### src/rtl/csa_pipe_if.sv
// Valid/ready operand and result bus for the pipelined carry-select adder.
interface csa_pipe_if #(
    parameter int WIDTH = 8
);
    logic             in_valid;
    logic             in_ready;
    logic [WIDTH-1:0] a;
    logic [WIDTH-1:0] b;
    logic             sub;
    logic             cin;
    logic             out_valid;
    logic             out_ready;
    logic [WIDTH-1:0] sum;
    logic             cout;
    logic             ovf;

    modport master (
        output in_valid, a, b, sub, cin, out_ready,
        input  in_ready, out_valid, sum, cout, ovf
    );

    modport slave (
        input  in_valid, a, b, sub, cin, out_ready,
        output in_ready, out_valid, sum, cout, ovf
    );
endinterface

### src/rtl/csa_pipe.sv
// Two-stage carry-select adder/subtractor: stage 1 precomputes per-block sum pairs,
// stage 2 selects them along the block carry chain. Valid/ready on both sides.
module csa_pipe #(
    parameter int WIDTH = 8,
    parameter int BLK   = 4
) (
    input logic       clk,
    input logic       rst_n,
    csa_pipe_if.slave bus
);

    localparam int BLK_SAFE = (BLK >= 1) ? BLK : 1;
    localparam int NBLK     = WIDTH / BLK_SAFE;

    generate
        if (BLK < 1 || WIDTH < BLK || (WIDTH % BLK_SAFE) != 0) begin : g_bad_params
            $error("csa_pipe: WIDTH must be a multiple of BLK with WIDTH >= BLK >= 1");
        end
    endgenerate

    // ---------------- stage 1: per-block sums for carry-in 0 and 1 ----------------
    logic [WIDTH-1:0]           w_beff;
    logic                       w_c0;
    logic [NBLK-1:0][BLK-1:0]   w_sum0;
    logic [NBLK-1:0][BLK-1:0]   w_sum1;
    logic [NBLK-1:0]            w_co0;
    logic [NBLK-1:0]            w_co1;

    assign w_beff = bus.sub ? ~bus.b : bus.b;
    assign w_c0   = bus.sub | bus.cin;

    generate
        for (genvar g = 0; g < NBLK; g++) begin : g_blk
            assign {w_co0[g], w_sum0[g]} = {1'b0, bus.a[g*BLK +: BLK]}
                                         + {1'b0, w_beff[g*BLK +: BLK]};
            assign {w_co1[g], w_sum1[g]} = {1'b0, bus.a[g*BLK +: BLK]}
                                         + {1'b0, w_beff[g*BLK +: BLK]}
                                         + {{BLK{1'b0}}, 1'b1};
        end
    endgenerate

    logic                       r_s1_valid;
    logic [NBLK-1:0][BLK-1:0]   r_s1_sum0;
    logic [NBLK-1:0][BLK-1:0]   r_s1_sum1;
    logic [NBLK-1:0]            r_s1_co0;
    logic [NBLK-1:0]            r_s1_co1;
    logic                       r_s1_c0;
    logic                       r_s1_a_msb;
    logic                       r_s1_b_msb;

    logic w_s2_adv;
    logic w_in_ready;
    logic r_out_valid;

    assign w_s2_adv   = !r_out_valid || bus.out_ready;
    assign w_in_ready = !r_s1_valid || w_s2_adv;

    always_ff @(posedge clk or negedge rst_n) begin
        if (!rst_n) begin
            r_s1_valid <= 1'b0;
        end else if (w_in_ready) begin
            // NOTE: sequential state uses non-blocking assignments so every register samples pre-edge values.
            r_s1_valid <= bus.in_valid;
        end
    end

    // NOTE: datapath registers carry no reset; the valid flag alone decides whether they mean anything.
    always_ff @(posedge clk) begin
        if (bus.in_valid && w_in_ready) begin
            r_s1_sum0  <= w_sum0;
            r_s1_sum1  <= w_sum1;
            r_s1_co0   <= w_co0;
            r_s1_co1   <= w_co1;
            r_s1_c0    <= w_c0;
            r_s1_a_msb <= bus.a[WIDTH-1];
            r_s1_b_msb <= w_beff[WIDTH-1];
        end
    end

    // ---------------- stage 2: carry-select ripple across blocks ----------------
    logic [WIDTH-1:0] w_sum;
    logic             w_cout;
    logic             w_ovf;

    always_comb begin
        logic w_carry;
        // NOTE: every output gets a default first so no path leaves it unassigned (no latch).
        w_sum   = '0;
        w_carry = r_s1_c0;
        for (int i = 0; i < NBLK; i++) begin
            w_sum[i*BLK +: BLK] = w_carry ? r_s1_sum1[i] : r_s1_sum0[i];
            w_carry             = w_carry ? r_s1_co1[i]  : r_s1_co0[i];
        end
        w_cout = w_carry;
    end

    assign w_ovf = (r_s1_a_msb == r_s1_b_msb) && (w_sum[WIDTH-1] != r_s1_a_msb);

    logic [WIDTH-1:0] r_sum;
    logic             r_cout;
    logic             r_ovf;

    always_ff @(posedge clk or negedge rst_n) begin
        if (!rst_n) begin
            r_out_valid <= 1'b0;
            r_sum       <= '0;
            r_cout      <= 1'b0;
            r_ovf       <= 1'b0;
        end else if (w_s2_adv) begin
            r_out_valid <= r_s1_valid;
            if (r_s1_valid) begin
                r_sum  <= w_sum;
                r_cout <= w_cout;
                r_ovf  <= w_ovf;
            end
        end
    end

    assign bus.in_ready  = w_in_ready;
    assign bus.out_valid = r_out_valid;
    assign bus.sum       = r_sum;
    assign bus.cout      = r_cout;
    assign bus.ovf       = r_ovf;

endmodule

### src/flat_wrapper.sv
// flat-port wrapper written by rule: the top's interface ports become plain ports
module csa_pipe_flat 
#(
    parameter int WIDTH = 8,
    parameter int BLK   = 4
)
  (clk, rst_n, bus_in_valid, bus_a, bus_b, bus_sub, bus_cin, bus_out_ready, bus_in_ready, bus_out_valid, bus_sum, bus_cout, bus_ovf);
  csa_pipe_if #(.WIDTH(WIDTH)) bus_i ();
  input logic clk;
  input logic rst_n;
  input wire logic [$bits(bus_i.in_valid)-1:0] bus_in_valid;
  input wire logic [$bits(bus_i.a)-1:0] bus_a;
  input wire logic [$bits(bus_i.b)-1:0] bus_b;
  input wire logic [$bits(bus_i.sub)-1:0] bus_sub;
  input wire logic [$bits(bus_i.cin)-1:0] bus_cin;
  input wire logic [$bits(bus_i.out_ready)-1:0] bus_out_ready;
  output wire logic [$bits(bus_i.in_ready)-1:0] bus_in_ready;
  output wire logic [$bits(bus_i.out_valid)-1:0] bus_out_valid;
  output wire logic [$bits(bus_i.sum)-1:0] bus_sum;
  output wire logic [$bits(bus_i.cout)-1:0] bus_cout;
  output wire logic [$bits(bus_i.ovf)-1:0] bus_ovf;
  assign bus_i.in_valid = bus_in_valid;
  assign bus_i.a = bus_a;
  assign bus_i.b = bus_b;
  assign bus_i.sub = bus_sub;
  assign bus_i.cin = bus_cin;
  assign bus_i.out_ready = bus_out_ready;
  assign bus_in_ready = bus_i.in_ready;
  assign bus_out_valid = bus_i.out_valid;
  assign bus_sum = bus_i.sum;
  assign bus_cout = bus_i.cout;
  assign bus_ovf = bus_i.ovf;
  csa_pipe #(.WIDTH(WIDTH), .BLK(BLK)) u_core (.clk(clk), .rst_n(rst_n), .bus(bus_i));
endmodule
### config.mk
export PLATFORM = sky130hd
export DESIGN_NAME = csa_pipe_flat
export DESIGN_NICKNAME = d
export VERILOG_FILES = /design/src/rtl/csa_pipe_if.sv /design/src/rtl/csa_pipe.sv /design/src/flat_wrapper.sv
export SDC_FILE = /design/constraint.sdc
export NUM_CORES = 1
export LEC_CHECK = 0
export BUFFER_PORTS_ARGS = -buffer_cell sky130_fd_sc_hd__buf_4
export CAP_MARGIN = 10
export CELL_PAD_IN_SITES_DETAIL_PLACEMENT = 1
export CELL_PAD_IN_SITES_GLOBAL_PLACEMENT = 1
export CORE_UTILIZATION = 40
export CTS_CLUSTER_SIZE = 14
export DETAILED_ROUTE_END_ITERATION = 8
export GPL_TIMING_DRIVEN = 0
export PLACE_DENSITY = 0.74
export REMOVE_ABC_BUFFERS = 1
export SYNTH_ARGS = -nofsm -noshare
export SYNTH_HDL_FRONTEND = slang
export SYNTH_SLANG_ARGS = --single-unit
### constraint.sdc
create_clock -name clk -period 4.2 [get_ports clk]
set_clock_uncertainty 0.1 [all_clocks]
set_input_delay 0.21 -clock clk [delete_from_list [all_inputs] [get_ports clk]]
set_output_delay 0.21 -clock clk [all_outputs]
set_load 0.01 [all_outputs]
### Word level (Yosys, flattened, before mapping)

Cells that the tools add are included.

* reductions and logical operators: 7
* multiplexer cells: 5
* bitwise operators: 2
* equality and inequality tests: 2
* $add $sub $neg: 4

Operator list (count)
* $add 4x4->5: 2
* $add 5x1->5 const B: 2
* $mux 4: 2
* $mux 8: 1
* $not 8->8: 1
* $logic_and 1x1->1: 2
* $logic_not 1->1: 2
* $logic_or 1x1->1: 2
* $mux 1: 2
* $reduce_and 2->1: 1
* $eq 1x1->1: 1
* $ne 1x1->1: 1
* $or 1x1->1: 1

* flip-flop bits (word level): 35
* output and inout port bits: 12

### Logic depth before layout (Yosys ltp)

Gate-level depths: netlist (run 1).

* word-level depth: 4
* mapped depth: 10
* gate-level depth less buffers: 9

### Worst setup path before layout (run 1)

Ideal clock, no wire load.

* path kind: in2reg
* start point: input bus_sub
* end point: register u_core.r_s1_co1[0] (data pin)
* setup slack: 1965 ps
* path buffers: 1
* arrival time: 1872 ps
* stages on the path: 9
* path through: buf_2 xor2_1 ha_1 inv_1 fa_1 xnor2_1 nand3_1 mux2i_1 xor2_1

RTL lines
* from (decl): RTL line flat_wrapper.sv:14 `input wire logic [$bits(bus_i.sub)-1:0] bus_sub;`
* to (signal assigned): RTL line csa_pipe.sv:73 `r_s1_co1 <= w_co1;`
* to (decl): RTL line csa_pipe.sv:46 `logic [NBLK-1:0] r_s1_co1;`

==> results of run 1 <==
## routing by layer
layer,up-vias,wire length [um],track usage
met2,35,1400,0.256
met1,531,1270,0.153
met3,5,139,0.0450
met4,0,49,0.0625
li1,545,-,-
met5,-,0,0
## power groups by stage
stage | Sequential [mW] | Combinational (mW) | Clock, mW
finish | 0.470 | 0.233 | 0.295
global route | 0.478 | 0.264 | 0.312
CTS | 0.472 | 0.239 | 0.303
detailed placement | 0.479 | 0.237 | 0
global placement | 0.474 | 0.225 | 0
floorplan | 0.485 | 0.132 | 0
## per-stage QoR
step / power (mW) / instances / hold slack [ps] / utilization / setup WS (ps)
after floorplan: 0.617 / 132 / -186 / - / 2190
after global placement: 0.698 / 215 / -47.5 / 0.498 / 1850
after detailed placement: 0.716 / 215 / -46.3 / 0.498 / 1800
after CTS: 1.01 / 225 / 17.1 / 0.530 / 2120
after global routing: 1.05 / 225 / 27.3 / 0.530 / 1970
final: 0.999 / 225 / 25.4 / 0.530 / 2130
## cells by family (layout without fill, tap and decap cells)
| group | Yosys count | after routing | synth area share |
|---|---|---|---|
| simple gates | 29 | 29 | 0.0858 |
| xor+xnor | 18 | 18 | 0.0901 |
| compound gates | 16 | 16 | 0.0515 |
| flops | 35 | 35 | 0.567 |
| fa+ha+maj | 12 | 12 | 0.0944 |
| mux | 12 | 12 | 0.0758 |
| buf+inv | 14 | 53 | 0.0358 |
## cells in the mapped netlist (2+ instances only)
master,count
nand2_1,11
dfrtp_1,12
o21ai_0,11
nand3b_1,3
inv_1,10
edfxtp_1,23
nor2b_1,2
fa_1,2
xor2_1,12
buf_2,2
a21o_1,2
xnor2_1,6
a21oi_1,2
nand2b_1,5
mux2i_1,11
ha_1,10
nand3_1,4
## flip-flops by register name, indices dropped and copies added, names as in the netlist
name and cells:
u_core.bus.cout 1, u_core.bus.out_valid 1, u_core.bus.ovf 1, u_core.bus.sum 8
u_core.r_s1_a_msb 1, u_core.r_s1_b_msb 1, u_core.r_s1_c0 1, u_core.r_s1_co0 2
u_core.r_s1_co1 2, u_core.r_s1_sum0 8, u_core.r_s1_sum1 8, u_core.r_s1_valid 1
## path summary, 6_finish.rpt
| check | from | end | slack (ps) | cells past startpoint |
|---|---|---|---|---|
| setup / recovery | bus_sub | u_core.r_s1_co1[0] | 2130 | 9 |
| hold / removal | bus_in_valid | u_core.r_s1_valid | 30 | 2 |
| setup reg to reg | u_core.r_s1_c0 | u_core.bus.ovf | 2300 | 4 |
| hold reg to reg | u_core.bus.sum[5] | u_core.bus.sum[5] | 390 | 2 |
| max in group asynchronous | rst_n | u_core.bus.sum[2] | 3660 | 2 |
| min in group asynchronous | rst_n | u_core.bus.sum[4] | 190 | 2 |
## area by class of cell
| class | instances | area share |
|---|---|---|
| clock buffer | 5 | 0.0318 |
| timing repair buffer | 35 | 0.124 |
| tap | 50 | 0.0289 |
| multi-input combinational | 87 | 0.321 |
| sequential | 35 | 0.457 |
| clock inverter | 3 | 0.0202 |
| inverter | 10 | 0.0173 |
==> impl_metrics.env, run 1 <==
export IMPL_synth_cell_area_mm2=0.00175
export IMPL_io_pins=34
export IMPL_cpPeakStageDelay_ps=420
export IMPL_fillCellCount=438
export IMPL_switching_power_uw=263
export IMPL_nets=208
export IMPL_p_per_area_mw_per_mm2=461
export IMPL_gr_usage_all_layers=0.143
export IMPL_routabilityCongestion=0.645
export IMPL_dp_hpwl_um=2310
export IMPL_ys_seq_area_frac=0.567
export IMPL_wl_um=2860
export IMPL_rows=23
export IMPL_avgSynthCellArea_um2=12.9
export IMPL_synthToLayoutAreaGrowth_pct=23.9
export IMPL_wire_per_inst_um=12.7
export IMPL_post_route_period_util=0.492
export IMPL_cts_setup_buffers=0
export IMPL_grt_max_degree=24
export IMPL_route_detailed_drc=0
export IMPL_synth_area_leaders="edfxtp_1, dfrtp_1, ha_1, mux2i_1, xor2_1"
export IMPL_start_util=0.428
export IMPL_worst_slew_pin_slew_ps=955
export IMPL_root_buffer="clkbuf_8"
export IMPL_setup_tns_ps=0
export IMPL_end_kind="flip-flop"
export IMPL_finalInstanceArea_mm2=0.00217
export IMPL_ys_types=25
export IMPL_drv_cap=0
export IMPL_syn_inst=136
export IMPL_setup_viol=0
export IMPL_hold_class="in2reg"
export IMPL_multiInputGateArea_um2=696
export IMPL_critPathMaxFanout=9
export IMPL_grt_pass1_wl_um=4750
export IMPL_power_frac_seq=0.471
export IMPL_die_area_mm2=0.00464
export IMPL_hold_viol_final=0
export IMPL_drt_vias_per_instance=4.96
export IMPL_die_x_um=68.1
export IMPL_outcome="completed"
export IMPL_num_antenna_cells=0
export IMPL_regArea_um2=991
export IMPL_synth_async_reset_ratio=0.343
export IMPL_drt_iter0_markers=30
export IMPL_grt_overflow=0
export IMPL_placed_area_mm2=0.00203
export IMPL_h_tree_depth=2
export IMPL_cts_sinks=35
export IMPL_cts_tree="done"
export IMPL_slew_headroom=0.363
export IMPL_slew_violations=0
export IMPL_fin_crit_ps=2070
export IMPL_fp_coreArea_mm2=0.00409
export IMPL_route_vias_total=1116
export IMPL_synth_ff_type="edfxtp_1"
export IMPL_cpMaxStageDelayCell="fa_1"
export IMPL_drive_gt1_frac=0.246
export IMPL_yosys_warnings=0
export IMPL_power_leakage_nw=0.978
export IMPL_synth_top_area_share=0.395
export IMPL_p_clk_frac=0.296
export IMPL_cp_num_buf_inv=2
export IMPL_path_delay_family="XOR/XNOR gates"
export IMPL_mostFrequentLayoutCell="buf_4"
export IMPL_cts_hold_fix_buffers=2
export IMPL_grt_pass1_vias=1133
export IMPL_fmax_mhz=484
export IMPL_die_h_um=68.1
export IMPL_drt_pass1_iter_count=4
export IMPL_peakVddDrop_uv=162
export IMPL_final_cell_mix="buf_4, edfxtp_1, xor2_1, dfrtp_1"
export IMPL_startpoint_type="input pin"
export IMPL_pwr_share_comb=0.234
export IMPL_yosys_area_top_type="edfxtp_1"
export IMPL_p_sw_frac=0.264
export IMPL_cp_arrival_ps=2000
export IMPL_antenna_found_initial=0
export IMPL_criticalPathCategory="in2reg"
export IMPL_place_port_buffers=33
export IMPL_crit_chain="buf_4, xor2_1, ha_1, inv_1, fa_1, xnor2_1, nand3_1, mux2i_1, xor2_1"
export IMPL_clk_path_buf_depth=2
export IMPL_ys_seq_elements=35
export IMPL_internal_power_uw=736
export IMPL_critical_path_most_common_cell="xor2_1"
export IMPL_rsz0062_at_grt="no"
export IMPL_cts_resized=0
export IMPL_clk_pin_slew_ps=70
export IMPL_critPathRequiredTime_ps=4130
export IMPL_synth_edf_count=23
export IMPL_drtAntennaViolNets=0
export IMPL_numCtsBuffers=5
export IMPL_clk_latency_ps=290
No activity file was read; power rests on OpenSTA's default activity.
==> run 2: changes to the inputs <==
--- a/config.mk
+++ b/config.mk
@@ -9,11 +9,11 @@
 export CAP_MARGIN = 10
 export CELL_PAD_IN_SITES_DETAIL_PLACEMENT = 1
 export CELL_PAD_IN_SITES_GLOBAL_PLACEMENT = 1
-export CORE_UTILIZATION = 40
+export CORE_UTILIZATION = 39
 export CTS_CLUSTER_SIZE = 14
 export DETAILED_ROUTE_END_ITERATION = 8
 export GPL_TIMING_DRIVEN = 0
-export PLACE_DENSITY = 0.74
+export PLACE_DENSITY = 0.75
 export REMOVE_ABC_BUFFERS = 1
 export SYNTH_ARGS = -nofsm -noshare
 export SYNTH_HDL_FRONTEND = slang
==> constraint.sdc (replaced) <==
create_clock -name clk -period 1.9 [get_ports clk]
set_clock_uncertainty 0.1 [all_clocks]
set_input_delay 0.095 -clock clk [delete_from_list [all_inputs] [get_ports clk]]
set_output_delay 0.095 -clock clk [all_outputs]
set_load 0.01 [all_outputs]
==> run 2 against run 1 <==
Net effect:
- power up 130%
- sequential share of layout area down 2.1 points
- non-clock buffer count up 6
- flip-flop and latch count unchanged
- via count down 0.36%
- wire length up 12%
==> impl_metrics.env, run 2 (synthesis gave the netlist of run 1 again) <==
export IMPL_cpPeakStageDelay_ps=420
export IMPL_mostFrequentLayoutCell="buf_4"
export IMPL_grt_overflow=0
export IMPL_clk_path_buf_depth=2
export IMPL_synthToLayoutAreaGrowth_pct=29.8
export IMPL_fin_crit_ps=1810
export IMPL_route_detailed_drc=0
export IMPL_post_route_period_util=0.950
export IMPL_drv_cap=0
export IMPL_cts_sinks=35
export IMPL_rows=23
export IMPL_dp_hpwl_um=2460
export IMPL_num_antenna_cells=0
export IMPL_start_util=0.422
export IMPL_cts_tree="done"
export IMPL_slew_headroom=0.625
export IMPL_hold_class="in2reg"
export IMPL_root_buffer="clkbuf_8"
export IMPL_power_leakage_nw=1.01
export IMPL_drtAntennaViolNets=0
export IMPL_multiInputGateArea_um2=747
export IMPL_end_kind="flip-flop"
export IMPL_final_cell_mix="buf_4, edfxtp_1, dfrtp_1"
export IMPL_fin_hold_ws_ps=28.9
export IMPL_gr_usage_all_layers=0.167
export IMPL_fillCellCount=450
export IMPL_drt_iter0_markers=36
export IMPL_critPathMaxFanout=9
export IMPL_worst_slew_pin_slew_ps=561
export IMPL_setup_viol=0
export IMPL_fp_coreArea_mm2=0.00414
export IMPL_grt_pass1_wl_um=5460
export IMPL_dp_slack_ps=-435
export IMPL_power_total_mw=2.28
export IMPL_nets=214
export IMPL_wire_per_inst_um=13.9
export IMPL_routabilityCongestion=0.690
export IMPL_clk_pin_slew_ps=70
export IMPL_place_port_buffers=33
export IMPL_cpMaxStageDelayCell="fa_1"
export IMPL_finalInstanceArea_mm2=0.00227
export IMPL_wl_um=3210
export IMPL_hold_viol_final=0
export IMPL_drive_gt1_frac=0.298
export IMPL_h_tree_depth=2
export IMPL_die_area_mm2=0.00476
export IMPL_drt_pass1_iter_count=2
export IMPL_criticalPathCategory="in2reg"
export IMPL_setup_tns_ps=0
export IMPL_peakVddDrop_uv=320
export IMPL_grt_pass1_vias=1192
export IMPL_cp_arrival_ps=1830
export IMPL_die_x_um=69.0
export IMPL_timing_final_ws_setup_ps=94.6
export IMPL_crit_chain="buf_6, xor2_2, ha_2, inv_1, fa_1, xnor2_2, nand3_1, mux2i_1, xor2_1"
export IMPL_critPathRequiredTime_ps=1920
export IMPL_die_h_um=69.0
export IMPL_route_vias_total=1112
export IMPL_clk_latency_ps=290
export IMPL_regArea_um2=991
export IMPL_numCtsBuffers=5
export IMPL_drt_vias_per_instance=4.81
export IMPL_fmax_mhz=554
export IMPL_antenna_found_initial=0
export IMPL_placed_area_mm2=0.00203
export IMPL_outcome="completed"
export IMPL_grt_max_degree=24
export IMPL_startpoint_type="input pin"
export IMPL_slew_violations=0
export IMPL_rsz0062_at_grt="yes"
export IMPL_p_per_area_mw_per_mm2=1000
export IMPL_io_pins=34
[run 2: path summary, 6_finish.rpt]
kind	start	endpoint	slack (ps)	cells after the start
setup / recovery	bus_sub	u_core.r_s1_co1[1]	90	9
hold / removal	bus_b[7]	u_core.r_s1_b_msb	30	2
setup reg to reg	u_core.r_s1_c0	u_core.bus.ovf	210	4
hold reg to reg	u_core.bus.sum[7]	u_core.bus.sum[7]	380	2
max in group asynchronous	rst_n	u_core.bus.cout	1470	2
min in group asynchronous	rst_n	u_core.r_s1_valid	70	2
[run 2: what timing repair did]
item	4_1_cts	5_1_grt
hold buffers	5	0
resized for setup	4	8
endpoints found under the setup margin	3	27
pin swaps	2	4
setup buffers	0	3
endpoints found under the hold margin	16	0
gates cloned	0	0
[run 2: layout make-up]
| cell class | count | area share |
|---|---|---|
| clock inverters | 3 | 0.0171 |
| multi-input cells | 87 | 0.329 |
| repair buffers | 41 | 0.143 |
| flip-flops and latches | 35 | 0.437 |
| inverters | 10 | 0.0165 |
| clock buffers | 5 | 0.0303 |
| well taps | 50 | 0.0276 |
[run 2: stage by stage]
stage                     instances   util
after CTS                       228  0.533
after detailed placement        215  0.491
after global placement          215  0.491
after floorplan                 132      -
after global routing            231  0.548
final                           231  0.548
[run 2: critical path: cells and delay by family]
family / cells / cell delay (ps)
multiplexers: 1 / 190
buffers and inverters: 2 / 180
AND/OR/NAND/NOR: 1 / 130
adder cells (fa/ha/maj): 2 / 610
XOR/XNOR: 3 / 630
[run 2: where the power goes]
group	internal, mW	switching (mW)	leakage, nW	total (mW)
Clock	0.384	0.265	0.0556	0.648
Combinational	0.296	0.294	0.592	0.590
Sequential	0.984	0.0573	0.366	1.04
Total	1.66	0.616	1.01	2.28
[run 2: per-layer routing]
| layer | up-vias | routed length (um) | track usage |
|---|---|---|---|
| met1 | 520 | 1320 | 0.178 |
| met2 | 33 | 1660 | 0.296 |
| met5 | - | 0 | 0 |
| met3 | 5 | 155 | 0.0493 |
| li1 | 554 | - | - |
| met4 | 0 | 72 | 0.0842 |
==> run 3: changes to the inputs <==
--- a/config.mk
+++ b/config.mk
@@ -5,15 +5,15 @@
 export SDC_FILE = /design/constraint.sdc
 export NUM_CORES = 1
 export LEC_CHECK = 0
-export BUFFER_PORTS_ARGS = -buffer_cell sky130_fd_sc_hd__buf_4
 export CAP_MARGIN = 10
 export CELL_PAD_IN_SITES_DETAIL_PLACEMENT = 1
 export CELL_PAD_IN_SITES_GLOBAL_PLACEMENT = 1
-export CORE_UTILIZATION = 39
-export CTS_CLUSTER_SIZE = 14
+export CORE_UTILIZATION = 40
+export CTS_CLUSTER_SIZE = 40
 export DETAILED_ROUTE_END_ITERATION = 8
+export DONT_BUFFER_PORTS = 1
 export GPL_TIMING_DRIVEN = 0
-export PLACE_DENSITY = 0.75
+export PLACE_DENSITY = 0.68
 export REMOVE_ABC_BUFFERS = 1
 export SYNTH_ARGS = -nofsm -noshare
 export SYNTH_HDL_FRONTEND = slang
==> run 3 against run 2 <==
Net effect:
- combinational power decreased by 31%
- largest cell class unchanged
- sequential share of layout area is 5.9 points higher
- via count fell by 7.9%
- global-route usage fell by 1.7 points
- first-iteration DRC count decreased by 36%
- clock power fell by 25%
==> impl_metrics.env, run 3 (synthesis gave the netlist of run 1 again) <==
export IMPL_outcome="completed"
export IMPL_hold_start="bus_out_ready"
export IMPL_num_antenna_cells=0
export IMPL_holdPathStages=2
export IMPL_fmax_mhz=575
export IMPL_grt_max_degree=24
export IMPL_die_x_um=68.1
export IMPL_hold_viol_final=0
export IMPL_slew_violations=0
export IMPL_end_kind="flip-flop"
export IMPL_wire_per_inst_um=15.0
export IMPL_clk_path_buf_depth=2
export IMPL_slew_headroom=0.619
export IMPL_gr_usage_all_layers=0.150
export IMPL_drt_pass1_iter_count=2
export IMPL_place_port_buffers=0
export IMPL_criticalPathCategory="in2reg"
export IMPL_drtAntennaViolNets=0
export IMPL_cts_sinks=35
export IMPL_fin_crit_ps=1740
export IMPL_io_pins=34
export IMPL_route_vias_total=1024
export IMPL_cp_arrival_ps=1660
export IMPL_die_h_um=68.1
export IMPL_drv_cap=0
export IMPL_setup_viol=0
export IMPL_die_area_mm2=0.00464
export IMPL_p_per_area_mw_per_mm2=984
export IMPL_peakVddDrop_uv=275
export IMPL_drt_vias_per_instance=5.02
export IMPL_critical_path_most_common_cell="xor2_1"
export IMPL_grt_pass1_wl_um=4900
export IMPL_fillCellCount=418
export IMPL_r2r_end="u_core.bus.ovf"
export IMPL_drive_gt1_frac=0.0974
export IMPL_path_delay_family="XOR/XNOR gates"
export IMPL_drt_iter0_markers=23
export IMPL_r2r_setup_slack_ps=180
export IMPL_setup_tns_ps=0
export IMPL_clk_latency_ps=270
export IMPL_power_leakage_nw=0.859
export IMPL_rows=23
export IMPL_cpPeakStageDelay_ps=420
export IMPL_startpoint_type="input pin"
export IMPL_dp_hpwl_um=2230
export IMPL_timing_final_ws_setup_ps=160
export IMPL_fp_coreArea_mm2=0.00409
export IMPL_start_util=0.428
export IMPL_r2r_cells=4
export IMPL_routabilityCongestion=0.728
export IMPL_cpMaxStageDelayCell="xnor2_1"
export IMPL_cts_tree="done"
export IMPL_route_detailed_drc=0
export IMPL_critPathMaxFanout=9
export IMPL_h_tree_depth=2
export IMPL_clk_pin_slew_ps=60
export IMPL_numCtsBuffers=5
export IMPL_synthToLayoutAreaGrowth_pct=14.4
export IMPL_rsz0062_at_grt="no"
export IMPL_dp_slack_ps=-264
export IMPL_root_buffer="clkbuf_8"
export IMPL_hold_class="in2reg"
export IMPL_nets=187
export IMPL_power_total_mw=1.97
export IMPL_final_cell_mix="edfxtp_1, xor2_1, dfrtp_1"
export IMPL_worst_slew_pin_slew_ps=571
export IMPL_critPathRequiredTime_ps=1820
export IMPL_grt_pass1_vias=1104
export IMPL_mostFrequentLayoutCell="edfxtp_1"
export IMPL_rr_startpoint="u_core.r_s1_c0"
export IMPL_post_route_period_util=0.916
export IMPL_wl_um=3050
export IMPL_crit_chain="xor2_1, ha_1, inv_1, fa_1, xnor2_1, nand3_1, mux2i_1, xor2_1"
export IMPL_hold_end="u_core.r_s1_valid"
export IMPL_antenna_found_initial=0
export IMPL_cp_num_buf_inv=1
export IMPL_grt_overflow=0
## run 3: cell count changes in the layout (fill, tap and decap cells not counted), moves of 2 or more
cell / previous run / this run
inv_1: 8 / 10
ha_4: 2 / 0
inv_2: 2 / 0
ha_1: 7 / 10
dlygate4sd3_1: 5 / 8
buf_4: 35 / 6
## run 3: worst register-to-register path: stages (launching register included)
cell	delay, ps
edfxtp_1	490
mux2i_4	350
mux2i_1	320
nor4_1	80
a221o_1	270
## run 3: cell type report
cell class | instances | area, um^2 | area share
Multi-Input combinational cell | 87 | 704 | 0.352
Timing Repair Buffer | 14 | 125 | 0.0625
Tap cell | 50 | 62.6 | 0.0313
Sequential cell | 35 | 991 | 0.495
Clock inverter | 2 | 7.51 | 0.00375
Inverter | 10 | 37.5 | 0.0188
Clock buffer | 6 | 72.6 | 0.0363
## run 3: how the worst max path moves through the flow
stage / slack, ps / cells after the start / to / from
2_1_floorplan: 9 / 8 / u_core.r_s1_co1[0] / bus_b[0]
3_3_place_gp: -120 / 8 / u_core.r_s1_co1[0] / bus_sub
3_5_place_dp: -260 / 8 / u_core.r_s1_co1[0] / bus_sub
4_1_cts: 30 / 4 / u_core.bus.ovf / u_core.r_s1_c0
5_1_grt: 30 / 8 / u_core.r_s1_co1[0] / bus_sub
6_report: 160 / 8 / u_core.r_s1_co1[1] / bus_sub
## run 3: metrics by stage
stage	hold slack [ps]	cell area (um^2)	std cells	util
6_report	25.8	2000	204	0.490
4_1_cts	9.72	1950	198	0.477
2_1_floorplan	-301	1720	132	-
3_5_place_dp	-300	1790	182	0.437
5_1_grt	36.6	2000	204	0.490
3_3_place_gp	-300	1790	182	0.437
## run 3: repair_timing
item	CTS	global route
setup endpoints to repair	23	2
hold buffers	8	0
cloned	0	0
gates resized for setup	1	1
hold endpoints to repair	17	0
buffers inserted	0	6
## run 3: per-layer routing
layer | part of all wire | wire length (um) | track usage
met5 | 0 | 0 | 0
met4 | 0.015 | 46 | 0.0625
met1 | 0.41 | 1250 | 0.160
met2 | 0.51 | 1560 | 0.268
met3 | 0.064 | 194 | 0.0500
## run 3: where the power goes
part / internal, mW / leakage [nW] / switching (mW)
registers: 0.984 / 0.366 / 0.0919
clock network: 0.249 / 0.0403 / 0.237
logic: 0.191 / 0.453 / 0.216
